## src/rtl/seg_scan_controller.sv

```systemverilog
// Four-digit seven-segment scan controller: anode strobing with dead time,
// frame-aligned shadow loading and optional leading-zero blanking.
module seg_scan_controller #(
    parameter int DIV  = 50000,
    parameter int DEAD = 4
) (
    input  logic        clk,
    input  logic        reset,
    input  logic [15:0] value_in,
    input  logic        value_load,
    input  logic        blank_lz,
    output logic [3:0]  an,
    output logic [3:0]  char,
    output logic        pending,
    output logic        frame_tick
);
    localparam int CW = $clog2(DIV);
    localparam logic [CW-1:0] LAST = CW'(DIV - 1);

    logic [CW-1:0] cnt, cnt_n;
    logic [1:0]    d, d_n;
    logic [15:0]   disp, disp_n, shd, shd_n;
    logic          run;
    logic          pend_n, boundary, blank, z0, z1, z2;
    logic [3:0]    an_n, char_n;
    logic          ft_n;

    always_comb begin
        cnt_n    = cnt;
        d_n      = d;
        boundary = 1'b0;
        // the first edge after reset only establishes cycle 0; counting starts after it
        if (run) begin
            if (cnt == LAST) begin
                cnt_n    = '0;
                d_n      = d + 2'd1;
                boundary = (d == 2'd3);
            end else begin
                cnt_n = cnt + 1'b1;
            end
        end

        disp_n = disp;
        if (boundary) begin
            if (value_load)
                disp_n = value_in;
            else if (pending)
                disp_n = shd;
        end
        shd_n  = value_load ? value_in : shd;
        pend_n = boundary ? 1'b0 : (pending | value_load);

        z0 = (disp_n[15:12] == 4'h0);
        z1 = z0 && (disp_n[11:8] == 4'h0);
        z2 = z1 && (disp_n[7:4] == 4'h0);
        case (d_n)
            2'd0:    blank = blank_lz & z0;
            2'd1:    blank = blank_lz & z1;
            2'd2:    blank = blank_lz & z2;
            default: blank = 1'b0;
        endcase

        char_n = disp_n[4*(3 - d_n) +: 4];
        an_n   = (int'(cnt_n) < DEAD || blank) ? 4'hF : ~(4'b0001 << d_n);
        ft_n   = run && (cnt_n == '0) && (d_n == 2'd0);
    end

    always_ff @(posedge clk or posedge reset) begin
        if (reset) begin
            cnt        <= '0;
            d          <= 2'd0;
            disp       <= 16'h0000;
            shd        <= 16'h0000;
            pending    <= 1'b0;
            run        <= 1'b0;
            an         <= 4'hF;
            char       <= 4'h0;
            frame_tick <= 1'b0;
        end else begin
            cnt        <= cnt_n;
            d          <= d_n;
            disp       <= disp_n;
            shd        <= shd_n;
            pending    <= pend_n;
            run        <= 1'b1;
            an         <= an_n;
            char       <= char_n;
            frame_tick <= ft_n;
        end
    end
endmodule
```

## config.mk

```make
export PLATFORM = sky130hd
export DESIGN_NAME = seg_scan_controller
export DESIGN_NICKNAME = d
export VERILOG_FILES = /design/src/rtl/seg_scan_controller.sv
export SDC_FILE = /design/constraint.sdc
export NUM_CORES = 1
export LEC_CHECK = 0
export ABC_AREA = 1
export ABC_CLOCK_PERIOD_IN_PS = 5840
export CORE_MARGIN = 4
export CORE_UTILIZATION = 24
export DETAILED_ROUTE_END_ITERATION = 16
export DONT_BUFFER_PORTS = 1
export GPL_TIMING_DRIVEN = 0
export SYNTH_ARGS = -nofsm -noshare
export SYNTH_HDL_FRONTEND = slang
export SYNTH_SLANG_ARGS = --single-unit
```

## constraint.sdc

```tcl
create_clock -name clk -period 5.84 [get_ports clk]
set_input_delay 1.752 -clock clk [delete_from_list [all_inputs] [get_ports clk]]
set_output_delay 1.752 -clock clk [all_outputs]
set_load 0.02 [all_outputs]
```

### Word-level counts from Yosys, hierarchy flattened

Cells that the tools add are included.

* output and inout bits: 10
* word-level logic and storage cells: 46
* flip-flop bits (word level): 61
* input port bits: 20

* order comparisons: 1
* shifts and indexed selects: 2
* equal/unequal tests: 4
* mux-type cells: 12
* reductions and logical operators: 10
* $add $sub $neg: 3
* bitwise operators: 5

Operator list (number)
* 16-bit two-way mux: 5
* 16-bit by 33-bit indexed part select with 4-bit output: 1
* 16-bit by 1-bit adder with 16-bit output (second input constant): 1
* 16-bit == test (second input constant): 1
* 16-bit zero test: 1
* 16-bit by 3-bit less-than comparator with 1-bit output (second input constant): 1
* 4-bit zero test: 3
* 2-bit == test (second input constant): 2
* 1-bit logical AND: 4
* 2-bit two-way mux: 2
* 4-bit two-way mux: 1
* 4-bit NOT: 1
* 1-bit by 2-bit << shifter with 4-bit output (first input constant): 1
* 1-bit AND: 3
* 1-bit two-way mux: 3
* 1-bit one-hot mux with 3 select lines: 1
* 2-bit by 2-bit subtractor with 3-bit output (first input constant): 1
* 2-bit by 1-bit adder with 2-bit output (second input constant): 1
* 2-bit by 1-bit == test with 1-bit output (second input constant): 1
* 2-bit zero test: 1
* 1-bit logical OR: 1
* 1-bit OR: 1

### Depth between registers and ports, before layout

* depth after elaboration: 11
* depth in mapped cells: 17
* depth with buffers taken out: 17

### Worst setup path after synthesis

No wires, ideal clock.

* path kind: input to register
* start point: input port value_load
* end point: register char[2]
* required time: 5.758 ns
* buffers on the path: 2
* arrival time: 2.755 ns
* stages: 9
* library setup time: 0.082 ns
* slack: 3.002 ns
* path through: inv_1 clkbuf_1 buf_1 nand2_1 nand2_1 nand2_1 nand2_1 a21oi_1 o22ai_1

* word-level cells in the longest chain between the ends: 3

RTL lines
* start: declaration: line 10 `input logic value_load,`
* 16-bit two-way mux: line 45 `if (value_load)`
* 16-bit two-way mux: line 44 `if (boundary) begin`
* named net disp_n[2]: line 22 `logic [15:0] disp, disp_n, shd, shd_n;`
* 16-bit by 33-bit indexed part select with 4-bit output: line 63 `char_n = disp_n[4*(3 - d_n) +: 4];`
* named net char_n[2]: line 25 `logic [3:0] an_n, char_n;`
* end signal: assignment: line 87 `char <= char_n;`
* end: declaration: line 13 `output logic [3:0] char,`

The timed path passes the listed nets, and every way through them passes these cells.
A chain may end at the register's enable or synchronous reset.

### Worst setup path in the final report

* start point: input port value_load
* end point: register char[3]

Same word-level chain as after synthesis.

==> key figures <==
Setup path
  – Critical Path AT: 3290 ps
  – Crit path max fanout: 10
  – Crit-path slowest cell: clkbuf_1
  – Max stage delay on crit path: 430 ps
  – WS Path Type: in -> reg
  – Top Family by Delay on Critical Path: buffers and inverters
  – CP Capture Type: flip-flop
  – Buf+Inv Stages, Crit Path: 3
  – Most used cell, CP: nand2_1
  – Data required, critical path: 6070 ps
  – CP Cell Sequence: inv_1, clkbuf_1, buf_1, nand2_1, nand2_1, nand2_1, nand2_1, a21oi_1, o22ai_1
  – Startpoint Class: input port

Floorplanning
  – Core box area: 0.0132 mm^2
  – Die Ht: 125 um
  – Starting Density: 0.246
  – DIE AREA: 0.0155 mm^2
  – Die width: 125 um
  – # IOs: 30
  – Rows: 42

Yosys
  – Post-synth net total: 456
  – Adder-Cell Fraction of Synth Area: 0.0230
  – Yosys warns: 0
  – Syn Inst Count: 430
  – Synth Area in Compound Gates: 0.0622
  – Flops & latches, synth: 61
  – Post-synthesis xor/xnor area fraction: 0.0184
  – Post-synthesis mux area share: 0
  – Post-synthesis sequential area ratio: 0.470
  – Synth cell types: 36
  – Syn Area/Cell: 7.58 um^2
  – Post-synth EDFFs: 0
  – Primary FF master, synth: dfrtp_1
  – Async S/R FF share, synth: 1.00
  – Largest family of logic cells by synthesized area: simple AND/OR/NAND/NOR gates
  – Synth Area in Simple Gates: 0.337
  – Mapped Area: 0.00326 mm^2

Drt
  – Vias post-DR: 2691
  – Final ANT Viol Nets: 0
  – DR DRC count: 0
  – Total wire length: 7760 um
  – WL/cell: 12.5 um
  – Vias per cell: 4.32
  – Number of DRC markers in iteration 0: 121
  – DRT Pass-1 Iters: 4

Final layout
  – Layout cell share with drive strength beyond 1: 0.139
  – Area Growth Syn to Fin: 16.9%
  – Commonest non-fill, non-tap cell in the layout: nand2_1
  – ANT cells: 0
  – Nets: 468
  – Final Cell Area: 0.00381 mm^2
  – Commonest non-fill, non-tap cells in the layout: nand2_1 (150), dfrtp_1 (57), inv_1 (56)

Timing
  – Endpoints failing setup: 0
  – Clock skew: 5.86 ps
  – Final Critical Period: 3070 ps
  – Fmax: 326 MHz
  – RSZ-0062 raised after global routing: false
  – Hold Vio Cnt, Final: 0
  – Setup TNS: 0 ps
  – Fin. max-slew vios: 0
  – Slew @ Worst Pin: 546 ps
  – Relative slew slack: 0.635
  – Tcrit/Tclk final: 0.525

Status
  – Status: complete, no violations

Clocking
  – Hold_buf cts: 0
  – Clock Sinks: 61
  – Clk slew on worst S/H paths: 50 ps
  – Post-cts repair resize count: 0
  – Skew-Pair Late Insertion Delay: 330 ps
  – CTS max path bufs: 2
  – CTS tree: yes
  – Clk root buf: clkbuf_16
  – Total CTS buffers: 9
  – Post-CTS Setup Inserts: 0
  – # H-tree levels: 3

Global routing
  – First-pass GRT wire length: 13200 um
  – GRT Util Overall: 0.105
  – Number of global-route vias before repair: 2681
  – Initial antenna violation count: 0
  – Largest net degree at the start of global routing: 39
  – Grt total ovfl: 0

Power
  – Clk network pwr share: 0.451
  – Static Leak: 1.99 nW
  – Combinational share of power: 0.134
  – Sequential power share: 0.415
  – Switching share of power: 0.287
  – PwrDens: 316 mW/mm^2
  – Net switching power: 346 uW
  – Maximum vdd drop: 0.180 mV
  – Internal: 858 uW

Run
  – Max-Cap Viols: 0

Placement
  – GP Congestion: 0.841
  – Dpl cell area: 0.00350 mm^2
  – HPWL Detailed: 5770 um
  – PortBufs: 0

Min path
  – HP Class: reg -> reg
==> path summary, 6_finish.rpt <==
path	startpoint	endpoint	slack [ps]	cells after the start
max	value_load	char[3]	2770	9
max reg2reg	cnt[0]	an[2]	3270	15
min in group asynchronous	reset	shd[8]	1350	1
min	shd[13]	shd[13]	470	2
max in group asynchronous	reset	an[2]	3830	2
min reg2reg	shd[13]	shd[13]	470	2
==> Yosys cell counts, types with 3 or more instances <==
library cell,instances,area share
nand2_1,150,0.17
dfrtp_1,57,0.44
inv_1,57,0.066
nor2_1,39,0.045
nand3_1,23,0.035
o21ai_0,15,0.023
nand4_1,10,0.019
nand2_2,7,0.013
nor2_2,7,0.013
buf_2,6,0.0092
ha_1,6,0.023
inv_2,6,0.0069
a21oi_1,5,0.0077
xor2_1,5,0.013
a21boi_0,4,0.0092
dfstp_2,4,0.032
nor3_1,4,0.0061
nand3_2,3,0.0092
o21ai_2,3,0.0081
o22ai_1,3,0.0058
==> power groups by stage <==
stage	Clock [mW]	Sequential, mW	Combinational, mW
floorplan	0	0.497	0.126
global placement	0	0.504	0.157
detailed placement	0	0.507	0.162
CTS	0.552	0.500	0.164
global route	0.570	0.505	0.190
finish	0.543	0.499	0.162
==> kinds of logic after synthesis <==
logic type / Yosys count
AND/OR/NAND/NOR: 249
flip-flops: 61
buffers and inverters: 73
XOR/XNOR: 6
AO/OA/AOI/OAI: 34
other: 1
adder cells (fa/ha/maj): 6
==> metal layers <==
layer	part of all wire	track usage	up-vias
li1	-	-	1352
met2	0.49	0.173	51
met4	0.015	0.0368	0
met1	0.45	0.133	1283
met5	0	0	-
met3	0.043	0.0283	5
==> worst min-delay path: cells and delay by family (launching register included) <==
kind             cells  cell delay, ps
AND/OR/NAND/NOR      2             120
flip-flops           1             320
==> registers in the layout, summed over array words and instances, names as in the netlist <==
name / flops
an: 4
char: 4
cnt: 16
d: 2
disp: 16
frame_tick: 1
pending: 1
run: 1
shd: 16
==> through the flow <==
stage	hold WS (ps)	total power [mW]	util	setup slack [ps]	std cells
finish	470	1.20	0.288	2770	623
global route	498	1.27	0.288	2520	623
CTS	471	1.21	0.288	2800	623
detailed placement	457	0.669	0.264	2480	607
global placement	456	0.662	0.263	1910	606
floorplan	438	0.624	-	2580	430
==> area by class of cell <==
cell class,count,area [um^2]
inverters,64,243
plain buffers,9,45.0
repair buffers,1,20.0
multi-input cells,296,1440
clock buffers,10,239
clock inverters,6,70.1
flip-flops and latches,61,1530
well taps,176,220
fillers,1432,9440
No activity file was read; power rests on OpenSTA's default activity.
